===== config.mk =====
export PLATFORM = sky130hd
export DESIGN_NAME = sample_byte_serializer
export DESIGN_NICKNAME = d
export VERILOG_FILES = /design/src/rtl/sample_byte_serializer_pkg.sv /design/src/rtl/sample_byte_serializer_fifo.sv /design/src/rtl/sample_byte_serializer.sv
export SDC_FILE = /design/constraint.sdc
export NUM_CORES = 1
export LEC_CHECK = 0
export CORE_UTILIZATION = 30
export DETAILED_ROUTE_END_ITERATION = 10
export GPL_TIMING_DRIVEN = 0
export SYNTH_ARGS = -nofsm -noshare
export SYNTH_HDL_FRONTEND = slang
export SYNTH_SLANG_ARGS = --single-unit

===== constraint.sdc =====
create_clock -name clk -period 5.7 [get_ports clk]
set_input_delay 1.14 -clock clk [delete_from_list [all_inputs] [get_ports clk]]
set_output_delay 1.14 -clock clk [all_outputs]
set_load 0.005 [all_outputs]

===== src/rtl/sample_byte_serializer_pkg.sv =====
// Shared definitions for the sample-to-byte serializer.
//  - UART_BYTE_W : width of one byte handed to uart_tx
//  - ser_state_t : serializer FSM state encoding
//  - ptr_width() : pointer/counter width for a given number of positions (minimum 1)
package sample_byte_serializer_pkg;

    localparam int UART_BYTE_W = 8;

    typedef enum logic [2:0] {
        ST_IDLE  = 3'd0,
        ST_LOAD  = 3'd1,
        ST_SEND  = 3'd2,
        ST_GUARD = 3'd3,
        ST_WAIT  = 3'd4
    } ser_state_t;

    // Width needed to index n positions; never returns zero so that
    // degenerate parameter values still give legal vector ranges.
    function automatic int ptr_width(input int n);
        return (n <= 2) ? 1 : $clog2(n);
    endfunction

endpackage


===== src/rtl/sample_byte_serializer_fifo.sv =====
// sample_fifo: synchronous single-clock FIFO with show-ahead read data.
// Ports:
//  clk, rst  clock and synchronous active-high reset
//  push      write wdata (ignored when full unless pop is also high)
//  pop       advance the head (ignored when empty)
//  wdata     data to write
//  rdata     current head entry, valid whenever empty is low
//  full      DEPTH entries stored
//  empty     no entries stored
//  count     number of entries stored (0..DEPTH)
module sample_fifo
    import sample_byte_serializer_pkg::*;
#(
    parameter int WIDTH = 16,
    parameter int DEPTH = 8
) (
    input  logic                      clk,
    input  logic                      rst,
    input  logic                      push,
    input  logic                      pop,
    input  logic [WIDTH-1:0]          wdata,
    output logic [WIDTH-1:0]          rdata,
    output logic                      full,
    output logic                      empty,
    output logic [ptr_width(DEPTH):0] count
);

    localparam int PTR_W = ptr_width(DEPTH);
    localparam int CNT_W = PTR_W + 1;

    logic [WIDTH-1:0] mem [DEPTH];
    logic [PTR_W-1:0] wr_ptr;
    logic [PTR_W-1:0] rd_ptr;
    logic             wr_en;
    logic             rd_en;

    assign full  = (count == CNT_W'(DEPTH));
    assign empty = (count == '0);

    // A pop frees the head slot in the same cycle, so a write is still
    // legal when full as long as a read happens alongside it.
    assign wr_en = push && (!full || pop);
    assign rd_en = pop && !empty;

    assign rdata = mem[rd_ptr];

    // NOTE: state registers use non-blocking assignments so every flop
    // samples the pre-edge values of its neighbours, whatever the block order.
    always_ff @(posedge clk) begin
        if (rst) begin
            wr_ptr <= '0;
            rd_ptr <= '0;
            count  <= '0;
        end else begin
            // DEPTH is a power of two, so pointers wrap by natural overflow.
            if (wr_en) wr_ptr <= wr_ptr + 1'b1;
            if (rd_en) rd_ptr <= rd_ptr + 1'b1;
            case ({wr_en, rd_en})
                2'b10:   count <= count + 1'b1;
                2'b01:   count <= count - 1'b1;
                default: count <= count;
            endcase
        end
    end

    // NOTE: the storage array has no reset; only pointers and count define
    // which entries are meaningful, and leaving it unreset lets it map to RAM.
    always_ff @(posedge clk) begin
        if (wr_en) mem[wr_ptr] <= wdata;
    end

endmodule


===== src/rtl/sample_byte_serializer.sv =====
// sample_byte_serializer: buffers parallel samples in a FIFO and hands them
// to uart_tx one byte at a time, MSB first, over a valid/busy handshake.
// Ports:
//  clk           logic clock (clk_logic domain)
//  rst           synchronous reset, active high
//  data_i        sample to send (8*WORD_BYTES bits)
//  valid_i       push data_i when high and ready_o is high
//  ready_o       FIFO can take a sample this cycle
//  tx_busy_i     uart_tx is shifting a byte
//  byte_o        byte for uart_tx, held until the next strobe
//  byte_valid_o  one-cycle strobe to uart_tx
//  empty_o       FIFO empty and FSM idle (every byte handed off)
//  overflow_o    sticky: valid_i seen while ready_o low; cleared by rst
module sample_byte_serializer
    import sample_byte_serializer_pkg::*;
#(
    parameter int WORD_BYTES = 2,
    parameter int FIFO_DEPTH = 8,
    parameter int GUARD_CYC  = 1
) (
    input  logic                          clk,
    input  logic                          rst,
    input  logic [UART_BYTE_W*WORD_BYTES-1:0] data_i,
    input  logic                          valid_i,
    output logic                          ready_o,
    input  logic                          tx_busy_i,
    output logic [UART_BYTE_W-1:0]        byte_o,
    output logic                          byte_valid_o,
    output logic                          empty_o,
    output logic                          overflow_o
);

    localparam int WORD_W = UART_BYTE_W * WORD_BYTES;
    localparam int IDX_W  = ptr_width(WORD_BYTES);
    localparam int GCNT_W = ptr_width(GUARD_CYC + 1);
    localparam int CNT_W  = ptr_width(FIFO_DEPTH) + 1;

    localparam logic [IDX_W-1:0]  IDX_LAST   = IDX_W'(WORD_BYTES - 1);
    localparam logic [GCNT_W-1:0] GUARD_LAST = GCNT_W'(GUARD_CYC - 1);

    ser_state_t        state_q, state_d;
    logic [WORD_W-1:0] shreg_q, shreg_d;
    logic [IDX_W-1:0]  idx_q, idx_d;
    logic [GCNT_W-1:0] gcnt_q, gcnt_d;
    logic [UART_BYTE_W-1:0] byte_q;
    logic              overflow_q;

    logic              fifo_push;
    logic              fifo_pop;
    logic [WORD_W-1:0] fifo_rdata;
    logic              fifo_full;
    logic              fifo_empty;
    logic [CNT_W-1:0]  fifo_count;

    // The LOAD pop frees a slot in the same cycle, so a full FIFO still
    // accepts a sample then.
    assign ready_o   = !fifo_full || fifo_pop;
    assign fifo_push = valid_i && ready_o;

    sample_fifo #(
        .WIDTH (WORD_W),
        .DEPTH (FIFO_DEPTH)
    ) u_fifo (
        .clk   (clk),
        .rst   (rst),
        .push  (fifo_push),
        .pop   (fifo_pop),
        .wdata (data_i),
        .rdata (fifo_rdata),
        .full  (fifo_full),
        .empty (fifo_empty),
        .count (fifo_count)
    );

    // NOTE: every signal assigned here gets a default first, so no path
    // through the case leaves a value unassigned and no latch is inferred.
    always_comb begin
        state_d      = state_q;
        shreg_d      = shreg_q;
        idx_d        = idx_q;
        gcnt_d       = gcnt_q;
        fifo_pop     = 1'b0;
        byte_valid_o = 1'b0;

        unique case (state_q)
            ST_IDLE: begin
                if (!fifo_empty) state_d = ST_LOAD;
            end
            ST_LOAD: begin
                fifo_pop = 1'b1;
                shreg_d  = fifo_rdata;
                idx_d    = '0;
                state_d  = ST_SEND;
            end
            ST_SEND: begin
                byte_valid_o = 1'b1;
                gcnt_d       = '0;
                state_d      = (GUARD_CYC == 0) ? ST_WAIT : ST_GUARD;
            end
            ST_GUARD: begin
                // uart_tx raises busy a cycle or more after the strobe;
                // looking at it earlier would mistake "not yet busy" for "done".
                if (gcnt_q == GUARD_LAST) state_d = ST_WAIT;
                else                      gcnt_d  = gcnt_q + 1'b1;
            end
            ST_WAIT: begin
                if (!tx_busy_i) begin
                    if (idx_q != IDX_LAST) begin
                        shreg_d = shreg_q << UART_BYTE_W;
                        idx_d   = idx_q + 1'b1;
                        state_d = ST_SEND;
                    end else if (!fifo_empty) begin
                        state_d = ST_LOAD;
                    end else begin
                        state_d = ST_IDLE;
                    end
                end
            end
            default: state_d = ST_IDLE;
        endcase
    end

    always_ff @(posedge clk) begin
        if (rst) begin
            state_q    <= ST_IDLE;
            shreg_q    <= '0;
            idx_q      <= '0;
            gcnt_q     <= '0;
            byte_q     <= '0;
            overflow_q <= 1'b0;
        end else begin
            state_q <= state_d;
            shreg_q <= shreg_d;
            idx_q   <= idx_d;
            gcnt_q  <= gcnt_d;
            // Capture the outgoing byte on entry to SEND so byte_o is valid
            // with the strobe and stays put until the next one.
            if (state_d == ST_SEND) byte_q <= shreg_d[WORD_W-1 -: UART_BYTE_W];
            if (valid_i && !ready_o) overflow_q <= 1'b1;
        end
    end

    assign byte_o     = byte_q;
    assign overflow_o = overflow_q;
    assign empty_o    = (fifo_count == '0) && (state_q == ST_IDLE);

endmodule


==> results.md, run 1 <==
* Outcome: completed
* Power Dens Cells at 385.1 nW/um2
* FMAX at 0.3015 GHz
* CP required at 4.56 ns
* Max VDD drop at 227.3 uV
* Die H at 148.4 um
* Syn Inst Count at 395
* Clock Path Buffers at 2
* Crit path DAT at 2.18 ns
* Int Power at 0.002253 W
* ANT cells at 0
* Worst setup EP type: output pin
* Routed vias at 3554
* GRT overflow at 0
* DRT Pass-1 Iters at 4
* Layout cell share with drive strength beyond 1 at 19.62%
* Total track usage at 13.09%
* Worst setup margin at 2.383 ns
* CTS root buffer: clkbuf_16
* Worst-Skew Late Latency at 0.43 ns
* Sequential share of the synthesized area at 70.36%
* Placement Cell Area at 7252 um2
* Mean Syn Cell Area at 16.28 um2
* #FFs+latches synth at 162
* Pin count of the biggest net entering global routing at 17
* Initial antenna violation count at 0
* GPL Wtd Cong at 0.7423
* Area grow syn2layout at 21.37%
* Min-Delay Path Class: reg -> reg
* Number of synthesized flops with an enable pin at 128
* Top-Level Pins at 32
* Cell Area, Synth at 6430 um2
* Post_cts resized at 0
* Area share of the largest cell type after synthesis at 59.78%
* Initial Utilization at 30.59%
* Number of H-tree levels at 4
* Fill cells at 1943
* CTS buffer count at 17
* Vias in the first global route at 3719
* Worst slew margin at 39.32%
* Syn Nets at 420
* Sw Pwr at 0.0007523 W
* Yosys top cell by area: edfxtp_1
* Setup Crit Path Kind: reg -> out
* Dpl cells at 713
* Finished Cell Area at 7804 um2
* Die Width at 148.4 um
* Core area at 21020 um2
* CP Max Fanout at 8
* Number of max-cap violations at 0
* Layout Cells excl Fill at 744
* # port buffers at 30
* Vias per cell at 4.777
* Tmin final at 3.317 ns
* Switching portion of total power at 25.03%
* Post-DP HPWL at 9357 um
* DRC viols at 0
* Clock power frac at 35.7%
* Drt wl/cell at 18.00 um
* Crit start category: flop
* Post-CTS Hold Fix Bufs at 0
* Period utilization at 58.19%
* Nets at 482
* Static Leak at 2.468 nW
* DP Worst Slack at 2.253 ns
* RSZ-0062 raised after global routing: no
* Routed Antenna Nets at 0
* DRT Wirelength at 13390 um
* Clock-pin slew on the worst setup and hold paths at 0.06 ns
* First-pass GRT wire length at 21060 um
* Post-CTS Setup Bufs at 0
* Initial DRC count at 363
* Sequential power share at 47.0%
* Worst-margin pin slew at 0.9053 ns
* Die Area at 22020 um2
* Final count of pins violating max slew at 0
* Comb pwr share at 17.4%
* Num Clock Sinks at 162
* Synth cell types at 46
* Largest cells by area after synthesis: edfxtp_1 60%, dfxtp_1 11%, mux2i_1 6.7%, mux4_2 5.6%, nand2_1 1.3%
* Warnings, synthesis at 0
* Row cnt at 53
* Clk_skew at 0.01103 ns
* Top_reg_cell synth: edfxtp_1
* Synth async-reset ratio at 0%
* Setup-failing EPs final at 0
* Hold Fails Final Rpt at 0
* TritonCTS clock tree: yes
==> power by group through the flow <==
stage                     combinational, W  clock, W  sequential (W)
after global placement            0.000504         0         0.00143
after floorplan                   0.000346         0         0.00142
after detailed placement          0.000528         0         0.00144
after CTS                         0.000530   0.00109         0.00141
after global routing              0.000575   0.00114         0.00142
final                             0.000522   0.00107         0.00141
==> per-stage QoR <==
| step | hold slack [ns] | utilization (%) | setup TNS [ns] | power (W) |
|---|---|---|---|---|
| floorplan | 0.4322 | - | 0 | 0.001767 |
| global placement | 0.4471 | 33.65 | -2.928 | 0.001939 |
| detailed placement | 0.4464 | 34.50 | 0 | 0.001965 |
| CTS | 0.4670 | 37.12 | 0 | 0.003034 |
| global route | 0.4919 | 37.12 | 0 | 0.003130 |
| finish | 0.4631 | 37.12 | 0 | 0.003005 |
==> worst max-delay path, stage by stage (launching register included) <==
cell and delay, ns:
dfxtp_1 0.31, buf_6 0.13, or4_4 0.54, nor4_1 0.22, clkdlybuf4s50_1 0.56
==> cells in the final DEF, fill, tap and decap left out, types with 2 or more instances in the layout <==
master | netlist | final
nor4bb_1 | 2 | 2
clkinv_2 | 0 | 4
a22oi_1 | 4 | 4
nand2_1 | 23 | 23
clkbuf_1 | 5 | 8
clkinvlp_4 | 0 | 3
buf_4 | 1 | 8
buf_2 | 10 | 10
buf_1 | 2 | 2
bufinv_16 | 0 | 2
nor2b_1 | 8 | 8
dfxtp_1 | 34 | 34
a32oi_1 | 4 | 4
o2bb2ai_1 | 8 | 8
nor3b_2 | 0 | 2
mux2i_1 | 43 | 43
edfxtp_1 | 128 | 128
a31oi_1 | 8 | 8
a21oi_1 | 15 | 15
o21ai_0 | 4 | 4
buf_6 | 6 | 11
clkdlybuf4s50_1 | 0 | 30
clkbuf_16 | 0 | 17
xor2_1 | 6 | 6
mux4_2 | 16 | 16
ha_1 | 5 | 5
nand3_1 | 14 | 14
nor4b_2 | 1 | 3
nor3_2 | 0 | 2
nor2_1 | 20 | 19
==> path summary, 6_finish.rpt <==
| kind | cells past startpoint | slack [ns] | from | to |
|---|---|---|---|---|
| max | 4 | 2.38 | u_fifo.count[1] | empty_o |
| min | 1 | 0.46 | shreg_q[3] | shreg_q[3] |
| max reg2reg | 10 | 3.04 | u_fifo.count[1] | u_fifo.count[2] |
| min reg2reg | 1 | 0.46 | shreg_q[3] | shreg_q[3] |
==> routing by layer <==
| layer | wire, um | global-route usage, % |
|---|---|---|
| met1 | 6071 | 16.57 |
| met2 | 6431 | 21.10 |
| met3 | 715 | 4.110 |
| met4 | 176 | 4.588 |
| met5 | 0 | 0 |
==> state kept, by name, summed over array words and instances (netlist names), named ones only <==
register,count
u_fifo.mem,128
u_fifo.wr_ptr,3
u_fifo.count,4
byte_o,8
u_fifo.rd_ptr,3
shreg_q,8
state_q,3
idx_q,1
overflow_o,1
==> kinds of logic after synthesis <==
family	after synthesis	share of synthesized area [%]
AO/OA/AOI/OAI	48	5.157
XOR/XNOR	7	1.070
adder cells (fa/ha/maj)	5	0.9730
buffers and inverters	27	2.685
flip-flops	162	70.36
multiplexers	60	12.47
AND/OR/NAND/NOR	86	7.278
==> cells in the mapped netlist (2+ instances only) <==
library cell / count
o21ai_0: 4
dfxtp_1: 34
clkbuf_1: 5
a31oi_1: 8
a32oi_1: 4
buf_2: 10
edfxtp_1: 128
a22oi_1: 4
nor4_1: 2
nor4bb_1: 2
a21oi_1: 15
buf_6: 6
mux4_2: 16
nor2_1: 20
ha_1: 5
buf_1: 2
nand3_1: 14
xor2_1: 6
o2bb2ai_1: 8
mux2i_1: 43
nor3b_1: 3
nor3_1: 2
nor4b_1: 2
nand2_1: 23
nor2b_1: 8
==> layout make-up <==
class                           instances  area [um2]  share of cell area, %
Tap cell                              275       344.1                  4.409
Timing Repair Buffer                   43       436.7                  5.596
Inverter                                2       7.507                0.09620
Sequential cell                       162        4524                  57.98
Clock inverter                         11       115.1                  1.475
Buffer                                 25       165.2                  2.116
Multi-Input combinational cell        206        1774                  22.74
Clock buffer                           20       436.7                  5.596
Note: power is estimated with default switching activity, not from simulation.
==> run 2: changes to the inputs <==
clock period = 3.29 ns   (was 5.7 ns; I/O delays follow)
==> results of run 2 <==
Same layout as run 1 (identical final DEF). Status: completed.
Main changes from that run: setup slack after placement 2.253 ns -> 0.3254 ns; setup slack after layout 2.383 ns -> 0.4552 ns; register-to-register setup slack 3.04 ns -> 0.63 ns; total power 0.003005 W -> 0.005206 W; worst IR drop on VDD 227.3 uV -> 393.8 uV
